<file path="config.mk">
export PLATFORM = sky130hd
export DESIGN_NAME = serial_rx_ctrl
export DESIGN_NICKNAME = d
export VERILOG_FILES = /design/src/rtl/serial_rx_ctrl.sv
export SDC_FILE = /design/constraint.sdc
export NUM_CORES = 1
export LEC_CHECK = 0
export ABC_AREA = 0
export CORE_MARGIN = 4
export CORE_UTILIZATION = 44
export DETAILED_ROUTE_END_ITERATION = 7
export GPL_ROUTABILITY_DRIVEN = 0
export PLACE_DENSITY_LB_ADDON = 0.2
export SETUP_SLACK_MARGIN = 0.02
export SLEW_MARGIN = 20
export SYNTH_ARGS = -nofsm -noshare
export SYNTH_HDL_FRONTEND = slang
export SYNTH_SLANG_ARGS = --single-unit
</file>
<file path="constraint.sdc">
create_clock -name clk -period 1.71 [get_ports clk]
set_input_delay 0.342 -clock clk [delete_from_list [all_inputs] [get_ports clk]]
set_output_delay 0.342 -clock clk [all_outputs]
set_load 0.005 [all_outputs]
</file>
<file path="src/rtl/serial_rx_ctrl.sv">
`timescale 1ns/1ps
`default_nettype none
// ============================================================================
// Module   : serial_rx_ctrl
// Purpose  : Asynchronous serial receiver controller. It oversamples SerialIn
//            with CLKS_PER_BIT clocks per bit, frames start/data/stop bits and
//            drives an external bit counter (ClearCounter/IncCounter, read
//            back on Count). Received bytes are offered with a valid/ready
//            handshake. Stop-bit errors and dropped bytes are flagged with
//            one-cycle pulses.
// Ports    : clk          - system clock, rising-edge active
//            reset        - asynchronous active-low reset
//            SerialIn     - asynchronous serial line, idle high
//            Count [7:0]  - current bit index from the external counter
//            DataReady    - downstream accepts RxData when RxValid=1
//            ClearCounter - zero the external bit counter
//            IncCounter   - advance the external bit counter
//            RxData [7:0] - received data, bits >= DATA_BITS read as 0
//            RxValid      - RxData holds a byte not yet accepted
//            FrameError   - pulse: stop bit sampled low
//            Overrun      - pulse: completed byte dropped (RxValid busy)
// Revision : 1.0 - initial release
// ============================================================================
module serial_rx_ctrl #(
    parameter int CLKS_PER_BIT = 16,
    parameter int DATA_BITS    = 8
) (
    input  logic       clk,
    input  logic       reset,
    input  logic       SerialIn,
    input  logic [7:0] Count,
    input  logic       DataReady,
    output logic       ClearCounter,
    output logic       IncCounter,
    output logic [7:0] RxData,
    output logic       RxValid,
    output logic       FrameError,
    output logic       Overrun
);

    localparam int                CNT_W    = $clog2(CLKS_PER_BIT);
    localparam logic [CNT_W-1:0]  HALF_END = CNT_W'(CLKS_PER_BIT / 2 - 1);
    localparam logic [CNT_W-1:0]  BIT_END  = CNT_W'(CLKS_PER_BIT - 1);
    localparam logic [7:0]        LAST_BIT = 8'(DATA_BITS - 1);
    localparam logic [7:0]        NUM_BITS = 8'(DATA_BITS);

    typedef enum logic [1:0] {
        IDLE  = 2'd0,
        START = 2'd1,
        DATA  = 2'd2,
        STOP  = 2'd3
    } state_t;

    state_t           state;
    state_t           state_next;
    logic [CNT_W-1:0] baud_cnt;
    logic             sync_meta;
    logic             rxs;
    logic [7:0]       shift_reg;
    logic             sample_data;
    logic             stop_sample;
    logic             frame_done;
    logic             frame_bad;

    // Two-flop synchronizer; both flops reset to the idle line level so a
    // reset never looks like a falling edge.
    always_ff @(posedge clk or negedge reset) begin
        if (!reset) begin
            sync_meta <= 1'b1;
            rxs       <= 1'b1;
        end else begin
            sync_meta <= SerialIn;
            rxs       <= sync_meta;
        end
    end

    always_ff @(posedge clk or negedge reset) begin
        if (!reset) begin
            state <= IDLE;
        end else begin
            state <= state_next;
        end
    end

    // Baud counter restarts on every state change and also wraps at the end
    // of each bit period so consecutive data bits stay one period apart.
    always_ff @(posedge clk or negedge reset) begin
        if (!reset) begin
            baud_cnt <= '0;
        end else if ((state_next != state) || (baud_cnt == BIT_END)) begin
            baud_cnt <= '0;
        end else begin
            baud_cnt <= baud_cnt + CNT_W'(1);
        end
    end

    always_comb begin
        state_next   = state;
        ClearCounter = 1'b0;
        IncCounter   = 1'b0;
        sample_data  = 1'b0;
        stop_sample  = 1'b0;
        case (state)
            IDLE: begin
                ClearCounter = 1'b1;
                if (!rxs) begin
                    state_next = START;
                end
            end
            START: begin
                // Re-check the line at mid start bit to reject glitches.
                if (baud_cnt == HALF_END) begin
                    state_next = rxs ? IDLE : DATA;
                end
            end
            DATA: begin
                // Half-period offset from START puts this at mid data bit.
                if (baud_cnt == BIT_END) begin
                    sample_data = 1'b1;
                    IncCounter  = 1'b1;
                    if (Count == LAST_BIT) begin
                        state_next = STOP;
                    end
                end
            end
            STOP: begin
                if (baud_cnt == BIT_END) begin
                    stop_sample = 1'b1;
                    state_next  = IDLE;
                end
            end
            default: state_next = IDLE;
        endcase
    end

    assign frame_done = stop_sample & rxs;
    assign frame_bad  = stop_sample & ~rxs;

    // Bits at or above DATA_BITS are never written, so they stay 0 from reset.
    always_ff @(posedge clk or negedge reset) begin
        if (!reset) begin
            shift_reg <= '0;
        end else if (sample_data && (Count < NUM_BITS)) begin
            shift_reg[Count[2:0]] <= rxs;
        end
    end

    always_ff @(posedge clk or negedge reset) begin
        if (!reset) begin
            RxData     <= '0;
            RxValid    <= 1'b0;
            FrameError <= 1'b0;
            Overrun    <= 1'b0;
        end else begin
            FrameError <= frame_bad;
            Overrun    <= frame_done & RxValid & ~DataReady;
            if (frame_done && (!RxValid || DataReady)) begin
                // Either the buffer is free or it is being emptied this edge.
                RxData  <= shift_reg;
                RxValid <= 1'b1;
            end else if (RxValid && DataReady) begin
                RxValid <= 1'b0;
            end
        end
    end

endmodule
`default_nettype wire
</file>
## Word level (Yosys, flattened, before mapping)

Index checks and enable logic that the tools add are counted.

| storage, ports and cells | value |
|---|---|
| register bits after elaboration | 27 |
| input bits | 12 |
| output and inout bits | 13 |
| word-level logic and storage cells | 52 |

| cells by class | value |
|---|---|
| add/sub/neg operators | 1 |
| magnitude comparators | 3 |
| equality and inequality tests | 7 |
| mux-type cells | 17 |
| bitwise gates (word level) | 6 |
| reductions and logical operators | 9 |

Operator list:

| operator | number |
|---|---|
| $mux W2 | 6 |
| $bwmux W8 | 1 |
| $eq A8 B3 Y1 const B | 1 |
| $lt A8 B4 Y1 const B | 1 |
| $pmux W2 S4 | 1 |
| $mux W1 | 7 |
| $add A4 B1 Y4 const B | 1 |
| $and A1 B1 Y1 | 4 |
| $eq A2 B2 Y1 const B | 2 |
| $eq A4 B3 Y1 const B | 1 |
| $eq A4 B4 Y1 const B | 1 |
| $logic_and A1 B1 Y1 | 4 |
| $lt A3 B4 Y1 const B | 1 |
| $mux W4 | 1 |
| $demux W1 S3 | 1 |
| $ge A3 B1 Y1 const B | 1 |
| $eq A2 B1 Y1 const B | 1 |
| $logic_not A2 Y1 | 1 |
| $logic_or A1 B1 Y1 | 2 |
| $ne A2 B2 Y1 | 1 |
| $not A1 Y1 | 2 |
| $reduce_bool A2 Y1 | 1 |
| $logic_not A1 Y1 | 1 |

## Longest topological paths before layout

Gate-level depths: netlist of the first run.

| depth | value |
|---|---|
| depth in word-level cells | 7 |
| gate-level depth with buffers | 5 |
| mapped depth without buffers | 4 |

## Worst setup path after synthesis of the first run

OpenSTA, ideal clock, no wires.

| timing | value |
|---|---|
| kind | input to register |
| from | input Count[6] |
| to | register shift_reg[0] |
| library setup time | 0.125 ns |
| data arrival time | 1.648 ns |
| required time | 1.585 ns |
| path slack | -0.062 ns |
| stages | 3 |
| path buffers | 0 |
| path through | or4_2 > nor4_1 > mux2_2 |

| between the ends | value |
|---|---|
| cells in the longest elaborated chain, start to end | 2 |

RTL lines:

| what | RTL line | source |
|---|---|---|
| from (decl) | 31 | `input logic [7:0] Count,` |
| $lt A8 B4 Y1 | 143 | `end else if (sample_data && (Count < NUM_BITS)) begin` |
| $logic_and A1 B1 Y1 | 143 |  |
| to (signal, indexed assignment) | 144 | `shift_reg[Count[2:0]] <= rxs;` |
| to (decl) | 59 | `logic [7:0] shift_reg;` |

No other way between the ends.
A chain may end at the register's enable or synchronous reset.

## Final worst setup path of the first run

| timing | value |
|---|---|
| from | input Count[6] |
| to | register shift_reg[7] |

Same word-level chain as after synthesis.

==> results of run 1 <==
[logic make-up after synthesis]
logic type / after synthesis
AO/OA/AOI/OAI: 4
flip-flops: 27
adder cells (fa/ha/maj): 1
XOR/XNOR: 2
buffers and inverters: 6
multiplexers: 16
AND/OR/NAND/NOR: 38
[final cells by class]
class	count	area [sq um]	share of cell area, %
Clock buffer	3	22.5	1.31
Clock inverter	1	5.00	0.290
Inverter	2	7.51	0.435
Multi-Input combinational cell	61	621	36.0
Sequential cell	27	679	39.4
Tap cell	30	37.5	2.18
Timing Repair Buffer	40	352	20.4
[worst max path at each step]
stage	end	slack, ps	startpoint	cells after the start
finish	shift_reg[7]	40	Count[6]	4
global route	IncCounter	1	baud_cnt[0]	4
CTS	IncCounter	-20	baud_cnt[1]	4
detailed placement	shift_reg[5]	-550	Count[2]	4
global placement	shift_reg[5]	-510	Count[2]	4
floorplan	shift_reg[7]	-20	Count[6]	3
[critical path, delay by kind of cell]
| family | cells | cell delay (ps) |
|---|---|---|
| and+or+nand+nor | 2 | 1070 |
| muxes | 1 | 310 |
| buffers and inverters | 1 | 180 |
[routing by layer]
metal	track usage, %	up-vias
met4	3.48	0
met1	20.5	450
met2	24.2	17
li1	-	427
met5	0	-
met3	3.02	2
[power by group through the flow]
stage          registers [uW]  clock network (uW)  logic, uW
2_1_floorplan             783                   0        298
3_3_place_gp              801                   0        452
3_5_place_dp              808                   0        466
4_1_cts                   785                 281        556
5_1_grt                   794                 313        678
6_report                  786                 274        611
[synthesized netlist by cell type, drive strengths merged]
master	n	share of area [%]
nor4	7	3.6
nor2	7	2.2
or3b	1	0.73
ha	1	1.0
nand2	3	0.94
and4	1	0.73
and3	1	0.52
or4	3	2.3
nand3	3	1.2
buf	1	0.42
o22a	1	0.73
dfstp	2	4.4
nand2b	2	1.0
mux2	16	15
dfrtp	25	52
clkbuf	3	0.94
nor3b	1	0.62
nand4bb	1	2.3
inv	2	0.62
or4b	3	2.8
nand4	2	1.6
xnor2	2	1.5
o21ai	1	0.42
nor3	3	1.2
a21oi	2	0.83
[placed cells by master (no fill, tap or decap), drive strengths merged]
cell type / instances
nand4: 2
dlygate4sd2: 6
o21ai: 1
clkdlybuf4s15: 3
clkinv: 1
nand3: 3
dfstp: 2
a21oi: 2
o22a: 1
nand2: 3
dfrtp: 25
or4b: 3
and4: 1
nor4: 7
clkdlybuf4s50: 14
nor3b: 1
nor2: 7
nor3: 3
or3b: 1
ha: 1
buf: 16
or4: 3
xnor2: 2
nand2b: 2
and3: 1
inv: 2
mux2: 16
nand4bb: 1
clkbuf: 4
[what timing repair did]
item	4_1_cts	5_1_grt
buffers inserted	4	2
setup endpoints to repair	10	17
hold endpoints to repair	0	0
pin swaps	6	5
gates resized for setup	24	7
[metrics by stage]
step | worst slack [ps] | util (%) | hold WS, ps
finish | 38.1 | 67.7 | 369
global route | 1.15 | 67.7 | 375
CTS | -20.3 | 66.3 | 367
detailed placement | -552 | 61.8 | 348
global placement | -509 | 61.8 | 348
floorplan | -19.1 | - | 46.4
==> metrics.md, run 1 <==
| Metric | Value |
|---|---|
| Inst Count DP | ~150 |
| Final period util | approximately 100% |
| Setup Viol. Count Final | 0 |
| Maximum clock path buffer count | 2 |
| Total core area | 2540 sq um |
| Synth Area in XOR/XNOR | under 10% |
| Combinational family with the most area after synthesis | simple AND/OR/NAND/NOR gates |
| Power per Cell Area | 969 nW/um^2 |
| Area of the die | 3630 sq um |
| Slew Limit Fails | 0 |
| Setup CP Type | in -> reg |
| DIE WIDTH | between 60 and 70 um |
| WHS Endpoint | rxs |
| Crit path cell chain | clkdlybuf4s15_1, or4b_4, or4_4, mux2_4 |
| Post-synthesis compound-gate area fraction | between 1.5 and 2% |
| Layout fillers | between 150 and 200 |
| Gr ovfl total | 0 |
| Worst Path Arrival | 1890 ps |
| Via count | about 900 |
| Multiplexer share of the synthesized area | roughly 15% |
| FF-to-FF End | RxData[4] |
| Area delta synth->final | 43.4% |
| Seq/Total Area, Yosys | 56.4% |
| Post-route ant nets | 0 |
| Hpwl dp | 1650 um |
| Syn. warnings | 0 |
| Cell area after synthesis | around 1200 sq um |
| WL met2 | 1180 um |
| Power Total | between 1500 and 2000 uW |
| Routed vias/inst | about 5.5 |
| FF-to-FF Start | baud_cnt[0] |
| Startpoint types | primary input |
| Ant diodes | 0 |
| Clock Power Share | ~16% |
| Worst-Skew Late Latency | 320 ps |
| Final Cell Area | ~1700 sq um |
| Unrepaired setup endpoints after global routing | yes |
| Worst Tran Pin Value | around 470 ps |
| CTS Hold Bufs | 0 |
| Seq cells post-synth | 27 |
| Root buf cell | clkbuf_4 |
| Initial core utilization | 47.2% |
| Clk pin slew, worst setup/hold paths | about 140 ps |
| Iteration-0 DRC Markers | 28 |
| Syn_area_per_cell | 12.8 sq um |
| R2R depth | 6 |
| Synth Net Count | between 100 and 150 |
| Largest fanout on the critical path | 3 |
| Post-Synth Simple-Gate Area | 21.9% |
| Post-route DRC | 0 |
| Hold Path Class | reg -> reg |
| Layout cells sized above 1 | between 40% and 50% |
| Final WL | 2480 um |
| Worst Setup End Kind | register |
| Die height | 60.3 um |
| Tot GR Track Use | about 15% |
| Syn Inst Count | 94 |
| Clock Sink Count | 27 |
| Internal power | ~1100 uW |
| Comb power frac | between 30% and 40% |
| Cts bufs inserted | 3 |
| Fmax | ~0.60 GHz |
| Max transition margin | 68.3% |
| IR drop worst, VDD | 0.705 mV |
| Fin nets | 148 |
| Detailed-routing wirelength on met1 | 1160 um |
| Worst path max stage delay | between 500 and 600 ps |
| First-pass GRT wire length | ~4000 um |
| R2r setup slk | ~70 ps |
| Sw Ratio | between 30% and 40% |
| Status | finished, final reports clean |
| Leak Pwr | just under 0.0008 uW |
| # IOs | 25 |
| Hold Crit Start | sync_meta |
| Psw | ~560 uW |
| Seq pwr share | a little under half |
| CP max stage cell | or4b_4 |
| Fin Setup TNS | 0 ps |
| Clock H-tree levels | 1 |
| Top layer used by detailed routing | met4 |
| Min cycle time layout | ~1700 ps |
| Final cell count without fillers | between 150 and 200 |
| TritonCTS clock tree | built |
| Largest net degree at the start of global routing | 28 |
| Port Buf Inserts | 24 |
| Initial antenna violation count | 0 |
| Cell variety after synth | 30 |
| Final Hold Vio Count | 0 |
| Worst hold stages | 0 |
| DP Area | between 1500 and 2000 sq um |
| Area share of fa/ha/maj cells after synthesis | ~1.0% |
| Drt wl/cell | ~15 um |
| Worst EP required | between 1500 and 2000 ps |
| Initial DRT Pass Iterations | 4 |
| Metal3 WL | between 100 and 150 um |
| Vias in the first global route | 890 |
| Row cnt | 18 |
| Clock skew | roughly 12 ps |
| Max Cap Violations | 0 |
(Power assumes the default switching activity.)
==> run 2: changes to the inputs <==
--- a/config.mk
+++ b/config.mk
@@ -6,8 +6,8 @@
 export NUM_CORES = 1
 export LEC_CHECK = 0
 export ABC_AREA = 0
-export CORE_MARGIN = 4
-export CORE_UTILIZATION = 44
+export CORE_MARGIN = 8
+export CORE_UTILIZATION = 50
 export DETAILED_ROUTE_END_ITERATION = 7
 export GPL_ROUTABILITY_DRIVEN = 0
 export PLACE_DENSITY_LB_ADDON = 0.2
==> constraint.sdc (replaced) <==
create_clock -name clk -period 2.2 [get_ports clk]
set_input_delay 0.44 -clock clk [delete_from_list [all_inputs] [get_ports clk]]
set_output_delay 0.44 -clock clk [all_outputs]
set_load 0.005 [all_outputs]
==> run 2 against run 1 <==
Effect of this change:
- worst hold slack got worse by 1.1 ps
- combinational power shrank 50%
- routed wire length increased by 0.65%
- global-route usage down 1.7 points
- non-clock buffer count is 9 lower
- critical path type unchanged
- critical endpoint is now shift_reg[4]
- largest cell class unchanged
==> metrics.md, run 2 (synthesis gave the netlist of run 1 again) <==
| Metric | Value |
|---|---|
| Area delta synth->final | 30.3% |
| Setup Viol. Count Final | 0 |
| Commonest non-fill, non-tap cell in the layout | dfrtp_1 |
| Fmax | about 0.48 GHz |
| Cell family with most CP delay | simple AND/OR/NAND/NOR gates |
| Routed vias/inst | around 5.6 |
| Total core area | approximately 2300 sq um |
| DP Area | around 1500 sq um |
| Clock Sink Count | 27 |
| Root buf cell | clkbuf_4 |
| Largest net degree at the start of global routing | 28 |
| Layout cells sized above 1 | 31.2% |
| Tot GR Track Use | 13.3% |
| Tightest hold margin | 368 ps |
| Critical path buffer and inverter count | 1 |
| Leak Pwr | roughly 0.0007 uW |
| Vias in the first global route | slightly below 1000 |
| CP max stage cell | or4_2 |
| Setup CP Type | in -> reg |
| IR drop worst, VDD | between 0.6 and 0.7 mV |
| Met3 Track Usage GR | 4.98% |
| Status | finished, final reports clean |
| Hpwl dp | between 1500 and 2000 um |
| Final period util | 94.2% |
| Die height | about 65 um |
| Instance count on the critical path | 4 |
| Port Buf Inserts | 24 |
| FF-to-FF Start | baud_cnt[1] |
| Clock H-tree levels | 1 |
| Row cnt | 17 |
| Max transition margin | between 60% and 70% |
| Max Cap Violations | 0 |
| WHS Endpoint | rxs |
| Grt met1 use | between 10% and 20% |
| R2r setup slk | about 400 ps |
| FF-to-FF End | shift_reg[7] |
| Initial core utilization | 53.3% |
| DIE WIDTH | between 60 and 70 um |
| R2R depth | 5 |
| Worst-Skew Late Latency | between 300 and 400 ps |
| Met2 track demand over resource | between 20 and 25% |
| Hold Crit Start | sync_meta |
| Final Hold Vio Count | 0 |
| Worst hold stages | 0 |
| Unrepaired setup endpoints after global routing | no |
| Post-route DRC | 0 |
| First-pass GRT wire length | between 4000 and 5000 um |
| TritonCTS clock tree | built |
| Min cycle time layout | 2070 ps |
| Worst Setup End Kind | register |
| Worst EP required | ~2400 ps |
| Via count | approximately 860 |
| Final Cell Area | 1570 sq um |
| Worst Path Arrival | approximately 2300 ps |
| Largest fanout on the critical path | 4 |
| Post-route ant nets | 0 |
| Cts bufs inserted | 3 |
| Power per Cell Area | 761 nW/um^2 |
| # IOs | 25 |
| Iteration-0 DRC Markers | 19 |
| Gr ovfl total | 0 |
| Clock skew | approximately 4.7 ps |
| Initial antenna violation count | 0 |
| Commonest cells after routing, fill and taps aside | dfrtp_1, clkdlybuf4s50_1, mux2_2 |
| Final WL | approximately 2500 um |
| Worst path max stage delay | 730 ps |
| Startpoint types | primary input |
| Layout fillers | about 190 |
| Clk pin slew, worst setup/hold paths | approximately 150 ps |
| Crit path cell chain | clkdlybuf4s50_1, or4_2, nor4_1, mux2_2 |
| Worst Tran Pin Value | ~540 ps |
| Initial DRT Pass Iterations | 4 |
| Fin nets | approximately 140 |
| Hold Path Class | reg -> reg |
| Maximum clock path buffer count | 2 |
| Slew Limit Fails | 0 |
| Ant diodes | 0 |
| Area of the die | roughly 4200 sq um |
| Most Crowded Layer GR | met2 |
| Drt wl/cell | roughly 16 um |
## run 2: cell count changes in the layout (fill, tap and decap cells not counted), moves of 3 or more
cell / before / now
clkdlybuf4s15_1: 3 / 0
dlygate4sd2_1: 6 / 0
clkdlybuf4s50_1: 14 / 23
nor4_2: 3 / 0
nor4_1: 0 / 7
buf_4: 15 / 7
nor4_4: 4 / 0
## run 2: where the power goes
| group | internal (uW) | leakage (uW) | total [uW] | switching [uW] |
|---|---|---|---|---|
| Combinational | 173 | 0.000327 | 306 | 132 |
| Sequential | 558 | 0.000354 | 667 | 109 |
| Clock | 68.4 | 0.0000177 | 219 | 151 |
## run 2: worst max-delay path by stage
stage,from,slack (ps),end
CTS,baud_cnt[0],90,IncCounter
detailed placement,Count[6],-290,shift_reg[4]
finish,Count[6],130,shift_reg[4]
floorplan,Count[6],330,shift_reg[0]
global placement,Count[6],-190,shift_reg[4]
global route,state[0],50,ClearCounter
## run 2: layout make-up
cell class                 instances  area [sq um]  share of cell area [%]
clock buffer                       3          22.5                    1.44
clock inverter                     1          5.00                   0.319
inverter                           2          7.51                   0.479
multi-input combinational         61           522                    33.3
sequential                        27           679                    43.4
tap                               28          35.0                    2.24
timing repair buffer              31           295                    18.8
## run 2: through the flow
| step | setup TNS (ps) | worst slack [ps] | util (%) | power [uW] | std cells |
|---|---|---|---|---|---|
| floorplan | 0 | 330 | - | 818 | 94 |
| global placement | -1040 | -194 | 66.1 | 887 | 146 |
| detailed placement | -1350 | -286 | 66.1 | 909 | 146 |
| CTS | 0 | 87.0 | 69.0 | 1180 | 152 |
| global route | 0 | 49.2 | 69.5 | 1270 | 153 |
| finish | 0 | 127 | 69.5 | 1190 | 153 |
## run 2: routing by layer
metal  vias up  part of all wire (%)
met3         6                   6.9
met4         0                   2.9
li1        410                     -
met5         -                     0
met2        22                    49
met1       426                    41
## run 2: timing repair
action,in CTS,in global routing
gates resized for setup,3,2
setup buffers,2,1
endpoints found under the setup margin,1,1
gates cloned,0,0
hold buffers,0,0
pin swaps,2,1
==> run 3: changes to the inputs <==
--- a/config.mk
+++ b/config.mk
@@ -6,12 +6,13 @@
 export NUM_CORES = 1
 export LEC_CHECK = 0
 export ABC_AREA = 0
+export CAP_MARGIN = 20
 export CORE_MARGIN = 8
 export CORE_UTILIZATION = 50
 export DETAILED_ROUTE_END_ITERATION = 7
 export GPL_ROUTABILITY_DRIVEN = 0
+export GPL_TIMING_DRIVEN = 0
 export PLACE_DENSITY_LB_ADDON = 0.2
-export SETUP_SLACK_MARGIN = 0.02
 export SLEW_MARGIN = 20
 export SYNTH_ARGS = -nofsm -noshare
 export SYNTH_HDL_FRONTEND = slang
==> run 3 against run 2 <==
Effect of this change:
- routed wire length decreased by 0.68%
- clock skew down 3.1 ps
- via count is 1.6% lower
- utilization decreased by 1.1 points
- highest routed layer unchanged
==> metrics.md, run 3 (synthesis gave the netlist of run 1 again) <==
| Metric | Value |
|---|---|
| Area of the die | between 4000 and 5000 sq um |
| Initial antenna violation count | 0 |
| Setup CP Type | reg -> out |
| Clock Power Share | between 10% and 20% |
| Final Cell Area | between 1500 and 2000 sq um |
| Seq pwr share | 52.5% |
| Sw Ratio | 32.5% |
| Post-route DRC | 0 |
| Max transition margin | 61.8% |
| Internal power | ~800 uW |
| Port Buf Inserts | 24 |
| Maximum clock path buffer count | 2 |
| Final setup margin | 57.4 ps |
| Clock Sink Count | 27 |
| CTS Hold Bufs | 0 |
| Layout cells sized above 1 | roughly 29% |
| Die height | around 65 um |
| Drt wl/cell | approximately 16 um |
| Ant diodes | 0 |
| DIE WIDTH | ~65 um |
| Vias in the first global route | just over 900 |
| # IOs | 25 |
| Unrepaired setup endpoints after global routing | no |
| TritonCTS clock tree | built |
| Area delta synth->final | 28.3% |
| Fmax | 0.467 GHz |
| Via count | 850 |
| Commonest non-fill, non-tap cell in the layout | dfrtp_1 |
| Slew Limit Fails | 0 |
| DP Area | between 1000 and 1500 sq um |
| Min cycle time layout | roughly 2100 ps |
| Hpwl dp | roughly 1800 um |
| Power per Cell Area | 777 nW/um^2 |
| Comb power frac | between 30% and 40% |
| Post-Place Setup Slack | -204 ps |
| Startpoint types | register |
| Hold Path Class | in -> async |
| Fin nets | about 140 |
| Fin util | 68.4% |
| Iteration-0 DRC Markers | 25 |
| IR drop worst, VDD | between 0.7 and 0.8 mV |
| Gr ovfl total | 0 |
| Worst Tran Pin Value | between 500 and 600 ps |
| Clock skew | between 1.5 and 2 ps |
| Worst Path Arrival | ~1700 ps |
| Worst EP required | between 1500 and 2000 ps |
| Cts bufs inserted | 3 |
| Status | finished, final reports clean |
| Root buf cell | clkbuf_4 |
| Commonest cells after routing, fill and taps aside | dfrtp_1, clkdlybuf4s50_1, mux2_2, nor2_1, nor4_1 |
| Final Hold Vio Count | 0 |
| Clock H-tree levels | 1 |
| Leak Pwr | 0.000670 uW |
| Total core area | roughly 2300 sq um |
| Initial DRT Pass Iterations | 4 |
| Final period util | 97.4% |
| Max Cap Violations | 0 |
| Post-route ant nets | 0 |
| First-pass GRT wire length | around 4000 um |
| Tightest hold margin | around 96 ps |
| Setup Viol. Count Final | 0 |
| Clk pin slew, worst setup/hold paths | 140 ps |
| Power Total | 1200 uW |
| Routed vias/inst | between 5 and 6 |
| Largest net degree at the start of global routing | 28 |
| Worst-Skew Late Latency | between 300 and 400 ps |
| Initial core utilization | between 50% and 60% |
| Largest fanout on the critical path | 4 |
| Worst Setup End Kind | output pin |
| Final WL | between 2000 and 2500 um |
| Psw | ~390 uW |
| Tot GR Track Use | 12.1% |
| Row cnt | 17 |
## run 3: path summary, 6_finish.rpt
| kind | to | cells after the start | slack, ps | startpoint |
|---|---|---|---|---|
| max in group asynchronous | sync_meta | 1 | 1730 | reset |
| setup / recovery | IncCounter | 4 | 60 | baud_cnt[1] |
| setup reg to reg | RxData[2] | 5 | 320 | baud_cnt[1] |
| hold / removal | FrameError | 1 | 100 | reset |
| hold reg to reg | rxs | 0 | 370 | sync_meta |
| min in group clk | rxs | 0 | 370 | sync_meta |
## run 3: repair_timing
item	in CTS	in global routing
gates resized for setup	5	0
endpoints found under the setup margin	2	1
hold endpoints to repair	0	0
buffers inserted	1	2
pin swaps	0	2
## run 3: power groups by stage
stage / clock, uW / combinational [uW] / sequential, uW
detailed placement: 0 / 309 / 612
floorplan: 0 / 216 / 602
global route: 230 / 391 / 633
global placement: 0 / 291 / 607
finish: 208 / 361 / 629
CTS: 218 / 339 / 626
## run 3: final cells by class
cell class	count	area [sq um]
inverter	2	7.51
multi-input combinational	61	522
tap	28	35.0
clock buffer	4	26.3
fill	187	712
buffer	3	16.3
timing repair buffer	27	258
sequential	27	678
## run 3: layer usage
metal  vias up  wire [um]  GRT usage [%]
li1        407          -              -
met1       421       1050           13.7
met2        20       1250           20.2
met3         2        156           4.30
met4         0         16           4.90
met5         -          0              0
## run 3: critical path, cell delays in order (launching register included)
cell and delay (ps):
dfrtp_1 420, ha_4 180, nand4_4 110, nor2_1 160, clkdlybuf4s50_1 520
## run 3: through the flow
| stage | instances | setup TNS [ps] |
|---|---|---|
| floorplan | 94 | 0 |
| global placement | 146 | -1090 |
| detailed placement | 146 | -1170 |
| CTS | 150 | 0 |
| global route | 152 | 0 |
| finish | 152 | 0 |
